$ cat src/rtl/parking_pkg.sv
// Shared types and default widths for the smart-parking access controller.
package parking_pkg;

  typedef enum logic [1:0] {
    StIdle,
    StActive,
    StGrant,
    StLocked
  } park_state_e;

  localparam int unsigned DefTokenW = 3;
  localparam int unsigned DefTimeW  = 8;

  localparam logic [DefTimeW-1:0] DefPThreshold = 8'hF0;

endpackage

$ cat src/rtl/parking_down_counter.sv
// Loadable down-counter with a zero flag; holds at zero instead of wrapping.
module parking_down_counter #(
  parameter int unsigned Width = 4
) (
  input  logic             clock_i,
  input  logic             reset_ni,
  input  logic             load_i,
  input  logic             dec_i,
  input  logic [Width-1:0] load_value_i,
  output logic             zero_o
);

  logic [Width-1:0] count_q, count_d;

  always_comb begin
    count_d = count_q;
    if (load_i) begin
      count_d = load_value_i;
    end else if (dec_i && (count_q != '0)) begin
      count_d = count_q - Width'(1);
    end
  end

  always_ff @(posedge clock_i) begin
    if (!reset_ni) begin
      count_q <= '0;
    end else begin
      count_q <= count_d;
    end
  end

  assign zero_o = (count_q == '0);

endmodule

$ cat src/rtl/parking_access_controller.sv
// Token check, retry lockout, inactivity timeout and P/Q bank routing for the parking gate.
module parking_access_controller
  import parking_pkg::*;
#(
  parameter int unsigned          TOKEN_W        = DefTokenW,
  parameter int unsigned          TIME_W         = DefTimeW,
  parameter logic [TIME_W-1:0]    P_THRESHOLD    = DefPThreshold,
  parameter int unsigned          MAX_TRIES      = 3,
  parameter int unsigned          LOCK_CYCLES    = 16,
  parameter int unsigned          TIMEOUT_CYCLES = 32
) (
  input  logic               clock,
  input  logic               reset_n,
  input  logic               request,
  input  logic               confirm,
  input  logic [TOKEN_W-1:0] user_token,
  input  logic [TOKEN_W-1:0] system_token,
  input  logic [TIME_W-1:0]  time_data,
  output logic [TIME_W-1:0]  data_to_save,
  output logic               enable_P,
  output logic               enable_Q,
  output logic               granted,
  output logic               locked,
  output logic               timeout,
  output logic [3:0]         fail_count
);

  localparam int unsigned LockW  = (LOCK_CYCLES > 1) ? $clog2(LOCK_CYCLES) : 1;
  localparam int unsigned InactW = $clog2(TIMEOUT_CYCLES + 1);

  localparam logic [3:0]        MaxTries   = 4'(MAX_TRIES);
  localparam logic [InactW-1:0] TimeoutVal = InactW'(TIMEOUT_CYCLES);
  localparam logic [LockW-1:0]  LockLoad   = LockW'(LOCK_CYCLES - 1);

  park_state_e       state_q, state_d;
  logic [InactW-1:0] inact_q, inact_d;
  logic [3:0]        fail_q, fail_d;
  logic [TIME_W-1:0] data_q, data_d;
  logic              en_p_q, en_p_d;
  logic              en_q_q, en_q_d;
  logic              timeout_q, timeout_d;
  logic              granted_q, locked_q;
  logic              lock_load, lock_dec, lock_zero;

  parking_down_counter #(
    .Width (LockW)
  ) u_lock_counter (
    .clock_i      (clock),
    .reset_ni     (reset_n),
    .load_i       (lock_load),
    .dec_i        (lock_dec),
    .load_value_i (LockLoad),
    .zero_o       (lock_zero)
  );

  assign lock_dec = (state_q == StLocked) && !lock_zero;

  always_comb begin
    state_d   = state_q;
    inact_d   = inact_q;
    fail_d    = fail_q;
    data_d    = data_q;
    en_p_d    = 1'b0;
    en_q_d    = 1'b0;
    timeout_d = 1'b0;
    lock_load = 1'b0;
    unique case (state_q)
      StIdle: begin
        inact_d = '0;
        if (request) state_d = StActive;
      end
      StActive: begin
        // Dropping request outranks a same-edge confirm.
        if (!request) begin
          state_d = StIdle;
        end else if (confirm) begin
          inact_d = '0;
          if (user_token == system_token) begin
            state_d = StGrant;
            data_d  = time_data;
            en_p_d  = (time_data >= P_THRESHOLD);
            en_q_d  = !(time_data >= P_THRESHOLD);
            fail_d  = '0;
          end else begin
            if (fail_q < MaxTries) fail_d = fail_q + 4'd1;
            if (fail_d == MaxTries) begin
              state_d   = StLocked;
              lock_load = 1'b1;
            end
          end
        end else begin
          inact_d = inact_q + InactW'(1);
          if (inact_d == TimeoutVal) begin
            state_d   = StIdle;
            timeout_d = 1'b1;
          end
        end
      end
      StGrant: begin
        if (!request) state_d = StIdle;
      end
      StLocked: begin
        if (lock_zero) begin
          state_d = StIdle;
          fail_d  = '0;
        end
      end
      default: state_d = StIdle;
    endcase
  end

  always_ff @(posedge clock) begin
    if (!reset_n) begin
      state_q   <= StIdle;
      inact_q   <= '0;
      fail_q    <= '0;
      data_q    <= '0;
      en_p_q    <= 1'b0;
      en_q_q    <= 1'b0;
      timeout_q <= 1'b0;
      granted_q <= 1'b0;
      locked_q  <= 1'b0;
    end else begin
      state_q   <= state_d;
      inact_q   <= inact_d;
      fail_q    <= fail_d;
      data_q    <= data_d;
      en_p_q    <= en_p_d;
      en_q_q    <= en_q_d;
      timeout_q <= timeout_d;
      granted_q <= (state_d == StGrant);
      locked_q  <= (state_d == StLocked);
    end
  end

  assign data_to_save = data_q;
  assign enable_P     = en_p_q;
  assign enable_Q     = en_q_q;
  assign granted      = granted_q;
  assign locked       = locked_q;
  assign timeout      = timeout_q;
  assign fail_count   = fail_q;

endmodule

$ cat config.mk
export PLATFORM = sky130hd
export DESIGN_NAME = parking_access_controller
export DESIGN_NICKNAME = d
export VERILOG_FILES = /design/src/rtl/parking_pkg.sv /design/src/rtl/parking_down_counter.sv /design/src/rtl/parking_access_controller.sv
export SDC_FILE = /design/constraint.sdc
export NUM_CORES = 1
export LEC_CHECK = 0
export BUFFER_PORTS_ARGS = -buffer_cell sky130_fd_sc_hd__buf_2
export CAP_MARGIN = 20
export CELL_PAD_IN_SITES_DETAIL_PLACEMENT = 1
export CELL_PAD_IN_SITES_GLOBAL_PLACEMENT = 1
export CORE_MARGIN = 1
export CORE_UTILIZATION = 35
export DETAILED_ROUTE_END_ITERATION = 10
export PLACE_DENSITY = 0.8
export SETUP_SLACK_MARGIN = 0.5
export SLEW_MARGIN = 20
export SYNTH_ARGS = -nofsm -noshare
export SYNTH_HDL_FRONTEND = slang
export SYNTH_HIERARCHICAL = 1
export SYNTH_SLANG_ARGS = --single-unit
$ cat constraint.sdc
create_clock -name clock -period 2 [get_ports clock]
set_input_delay 0.1 -clock clock [delete_from_list [all_inputs] [get_ports clock]]
set_output_delay 0.1 -clock clock [all_outputs]
set_load 0.02 [all_outputs]
* Word level (Yosys, flattened, before mapping)
Index checks and enable logic that the tools add are counted.
** Storage, ports and cells
- Register bits :: 29
- Output and inout bits :: 17
- Logic and storage cells :: 74
** Operators by class
- Add/subtract/negate cells :: 3
- $lt $le $gt $ge :: 2
- Equal/unequal tests :: 11
- Muxes and demuxes :: 30
- Bitwise operators :: 3
- Reductions and logical operators :: 15
** Operator list (count)
- $mux 4 :: 11
- $mux 2 :: 8
- $mux 6 :: 2
- $pmux 6 s2 :: 1
- $eq 2x2->1 const B :: 4
- $ge 8x8->1 const B :: 1
- $pmux 2 s4 :: 1
- $pmux 4 s2 :: 1
- $reduce_and 4->1 :: 2
- $add 6x1->6 const B :: 1
- $eq 6x6->1 const B :: 1
- $mux 1 :: 6
- $ne 2x2->1 const B :: 3
- $reduce_bool 2->1 :: 3
- $reduce_and 5->1 :: 1
- $add 4x1->4 const B :: 1
- $eq 4x2->1 const B :: 1
- $logic_not 4->1 :: 1
- $lt 4x2->1 const B :: 1
- $reduce_bool 4->1 :: 1
- $reduce_or 4->1 :: 1
- $sub 4x1->4 const B :: 1
- $eq 3x3->1 :: 1
- $not 1->1 :: 3
- other kinds (5) :: 7

* Depth between registers and ports, before layout
- Depth in word-level cells :: 13
- Depth in mapped cells :: 8
- Depth with buffers taken out :: 8

* Modules after synthesis
Netlist, hierarchy kept.
** By module, submodules not included
- parking_access_controller :: times used 1, cells an instance 136, area an instance 1223.7 um2, sequential area each 500.5 um2
- parking_down_counter :: times used 1, cells an instance 31, area an instance 256.5 um2, sequential area each 80.1 um2

* Worst setup path before layout
Ideal clock, no wire load.
- Kind :: reg-to-reg
- Start point :: register fail_q[0], in the netlist fail_count[0]
- End point :: register u_lock_counter.count_q[1]
- Arrival time :: 1.915 ns
- Required time :: 1.873 ns
- Slack :: -0.042 ns
- Cell stages (with the launch flop) :: 8
- Path buffers :: 0
- Period minus slack after synthesis :: 2.042 ns
- Cell sequence :: dfxtp_1 -> ha_1 -> or3b_1 -> a211oi_1 -> nor3b_1 -> inv_1 -> o2111ai_1 -> nand3_1
** Between the ends
- Cells in the longest elaborated chain, start to end :: 13
- Elaborated cells between the ends (all ways) :: 15
- Classes of those cells :: 1 x add/sub; 1 x order compare; 1 x eq/ne; 11 x mux; 1 x reduce/logical
** Ends and longest elaborated chain
- from (decl) :: RTL line parking_access_controller.sv:37 : logic [3:0] fail_q, fail_d;
- from (signal assigned) :: RTL line parking_access_controller.sv:126 : fail_q <= fail_d;
- $add 4x1->4 / $lt 4x2->1 (equally long branches) :: RTL line parking_access_controller.sv:85 : if (fail_q < MaxTries) fail_d = fail_q + 4'd1;
- $mux 4 * :: RTL line parking_access_controller.sv:85
- $mux 4 * :: RTL line parking_access_controller.sv:78 : if (user_token == system_token) begin
- $mux 4 * :: RTL line parking_access_controller.sv:76 : end else if (confirm) begin
- $mux 4 * :: RTL line parking_access_controller.sv:74 : if (!request) begin
- $mux 4 * :: RTL line parking_access_controller.sv:67 : unique case (state_q)
- $eq 4x2->1 * :: RTL line parking_access_controller.sv:86 : if (fail_d == MaxTries) begin
- $mux 1 * :: RTL line parking_access_controller.sv:86
- $mux 1 * :: RTL line parking_access_controller.sv:78
- $mux 1 * :: RTL line parking_access_controller.sv:76
- $mux 1 * :: RTL line parking_access_controller.sv:74
- $mux 1 * :: RTL line parking_access_controller.sv:67
- net lock_load :: RTL line parking_access_controller.sv:43 : logic lock_load, lock_dec, lock_zero;
- $mux 4 / $reduce_bool 2->1 (equally long branches)
- to (signal assigned) :: RTL line parking_down_counter.sv:28 : count_q <= count_d;
- to (decl) :: RTL line parking_down_counter.sv:13 : logic [Width-1:0] count_q, count_d;
The timed path passes the listed nets; every way through them passes the cells marked *. The select of a mux whose other input is x is not followed.
A chain may end at the register's enable or synchronous reset.

* Worst setup path after layout
- Start point :: register fail_q[0], in the netlist fail_count[0]
- End point :: register u_lock_counter.count_q[0]
Same word-level chain as after synthesis.

==> results_dict.tcl <==
set metrics [dict create \
    routed_wl_mm 4.17 \
    synth.area.top_cells "dfxtp_1, nand3_1, o21ai_0, nand2_1, nor2_1" \
    synth_area_leader_cell "dfxtp_1" \
    placed_cells 253 \
    r2r_slack_ns 0.07 \
    grt_max_degree 31 \
    power_uw 1250 \
    diodes 0 \
    setup_violations 0 \
    final_util_pct 51.8 \
    cp_slowest_cell "or3b_4" \
    synth_edf_count 0 \
    post-dp-hpwl_mm 2.64 \
    via_per_inst 5.28 \
    initial_utilization_pct 36.7 \
    synth.yosys.seq_area_share_pct 39.2 \
    peakVddDrop_v 0.000353 \
    cp_max_fo 7 \
    hp-class "in -> reg" \
    antenna_found_initial 0 \
    fp.dieW_um 67.0 \
    cpPeakStageDelay_ns 0.38 \
    fin_skew_ns 0.00312 \
    fillers 481 \
    via_count 1457 \
    ff2ff_path_depth 6 \
    clk_latency_ns 0.27 \
    std_cell_rows 23 \
    final_nets 246 \
    finalCritPeriodShare_pct 96.5 \
    routedWlPerCell_um 15.1 \
    rsz0062_at_grt "true" \
    ios 35 \
    synth_flop_cell "dfxtp_1" \
    grt_pass1_vias 1409 \
    grt_pass1_wl_mm 6.47 \
    synth_area_um2 1480 \
    status "complete, no violations" \
    synthCells 167 \
    layout-area-overhead-vs-synth_pct 41.1 \
    max_freq_ghz 0.518 \
    yosysWarnings 6 \
    worst_setup_path_end_kind "flip-flop" \
    numClockSinks 29 \
    min_path_cells 3 \
    cts_buffers 5 \
    start_kind "flip-flop" \
    grt_use_total_pct 19.5 \
    die_h_um 67.0 \
    clk_pin_slew_worst_paths_ns 0.06 \
    hold_end "data_to_save[0]" \
    fin_crit_ns 1.93 \
    gp_congestion 0.777 \
    yosys-top-cells-count "dfxtp_1, nand2_1, nor2_1, nand3_1, o21ai_0" \
    synth-seq-cells 29 \
    layoutNonFillerInstCount 276 \
    p_leak_uw 0.000832 \
    cts_root_buffer "clkbuf_8" \
    maxCapViolCount 0 \
    place_area_um2 1790 \
    cp_cell_sequence "ha_4, or3b_4, a211oi_4, nor3b_4, inv_2, a311oi_2" \
    critPathKind "reg -> reg" \
    cts_hold_buf 0 \
    synth.most_common_cell "dfxtp_1" \
    avgSynthCellArea_um2 8.86 \
    hold_violations 0 \
    hold_start "time_data[0]" \
    drive_gt1_share_pct 42.0 \
    ant_nets 0 \
    fin_area_um2 2090 \
    route.detailed.drc 0 \
    core_area_um2 4030 \
    async_reset_ff_share_pct 0 \
    globalRouteOverflowTotal 0 \
    cp_data_required_time_ns 2.18 \
    tns_ns 0 \
    powerDensity_nw_per_um2 597 \
    r2r-end "u_lock_counter/count_q[0]" \
    drtPass1Iterations 4 \
    port_buffers 34 \
    cts_tree "yes" \
    die_area_um2 4490 \
    timing.rr.start "fail_count[0]" \
    ctsHtreeMaxLevel 2 \
    synth_cell_types 51 \
    drtIter0Drc 70 \
    worstPathArrival_ns 2.11 \
    synth_top_area_share_pct 39.2 \
    slew_viol_final 0 \
    cts_buffer_depth 2 \
]
-- cells by family after synthesis --
logic type / count (synthesis) / share of synthesized area, %
buffers and inverters: 15 / 5.24
flip-flops: 29 / 39.2
AO/OA/AOI/OAI: 40 / 19.4
adder cells (fa/ha/maj): 3 / 2.54
multiplexers: 3 / 2.03
XOR/XNOR: 5 / 2.96
other: 1 / 0.253
AND/OR/NAND/NOR: 71 / 28.4
-- report_power, final --
part           switching [uW]  internal (uW)
Combinational            94.1           91.2
Sequential               17.6            584
Clock                     213            247
-- per-stage QoR --
step	worst slack [ns]	hold slack [ns]
2_1_floorplan	0.229	0.230
6_report	0.0707	0.0429
5_1_grt	-0.0534	0.0512
4_1_cts	0.0510	0.0405
3_5_place_dp	0.0854	0.327
3_3_place_gp	0.0776	0.318
-- timing repair --
| item | 4_1_cts | 5_1_grt |
|---|---|---|
| setup endpoints to repair | 23 | 23 |
| cloned | 0 | 2 |
| gates resized for setup | 5 | 23 |
| setup buffers | 5 | 8 |
| pin swaps | 2 | 7 |
-- flip-flops by register name (all words and copies together) (netlist names) --
register	count
inact_q	6
granted	1
enable_P	1
data_to_save	8
fail_count	4
timeout	1
u_lock_counter/count_q	4
enable_Q	1
locked	1
state_q	2
-- final cells by class --
cell class	instances	area [um^2]	share of cell area (%)
Clock buffer	8	80.1	3.83
Inverter	9	41.3	1.98
Multi-Input combinational cell	126	977	46.8
Sequential cell	29	603	28.9
Tap cell	50	62.6	3.00
Timing Repair Buffer	54	324	15.5
-- worst max path at each step --
| stage | startpoint | to | slack, ns | cells past startpoint |
|---|---|---|---|---|
| 3_5_place_dp | fail_count[0] | u_lock_counter/count_q[1] | 0.09 | 7 |
| 6_report | fail_count[0] | u_lock_counter/count_q[0] | 0.07 | 6 |
| 4_1_cts | fail_count[0] | u_lock_counter/count_q[1] | 0.05 | 7 |
| 3_3_place_gp | fail_count[0] | u_lock_counter/count_q[2] | 0.08 | 6 |
| 2_1_floorplan | fail_count[0] | u_lock_counter/count_q[1] | 0.23 | 7 |
| 5_1_grt | fail_count[0] | u_lock_counter/count_q[0] | -0.05 | 6 |
-- per-layer routing --
metal | GRT usage (%) | routed length [um] | part of all wire, % | up-vias
li1 | - | - | - | 717
met1 | 22.6 | 1840 | 44 | 696
met2 | 33.5 | 2080 | 50 | 39
met3 | 5.82 | 218 | 5.2 | 5
met4 | 6.38 | 36 | 0.86 | 0
met5 | 0 | 0 | 0 | -
-- cell usage in the layout, fill, tap and decap left out, drive strengths merged, types with 3 or more instances in the layout --
cell / Yosys / layout
dfxtp: 29 / 29
buf: 4 / 54
a21oi: 7 / 7
xor2: 3 / 3
o21ai: 15 / 15
nor2: 16 / 16
clkbuf: 2 / 8
nand4: 3 / 3
mux2i: 3 / 3
a311oi: 3 / 3
conb: 1 / 4
nand4b: 3 / 3
inv: 8 / 8
nand3: 16 / 16
nand2: 17 / 17
and2: 3 / 3
ha: 3 / 3
-- worst max-delay path, delay by kind of cell, from the launching register on --
family                     cells  cell delay, ns
and+or+nand+nor                2            0.65
AOI/OAI and AO/OA              2            0.44
DFF                            1            0.37
adders and majority gates      1            0.26
buffers and inverters          1            0.12
Power figures use the tool's default switching activity.
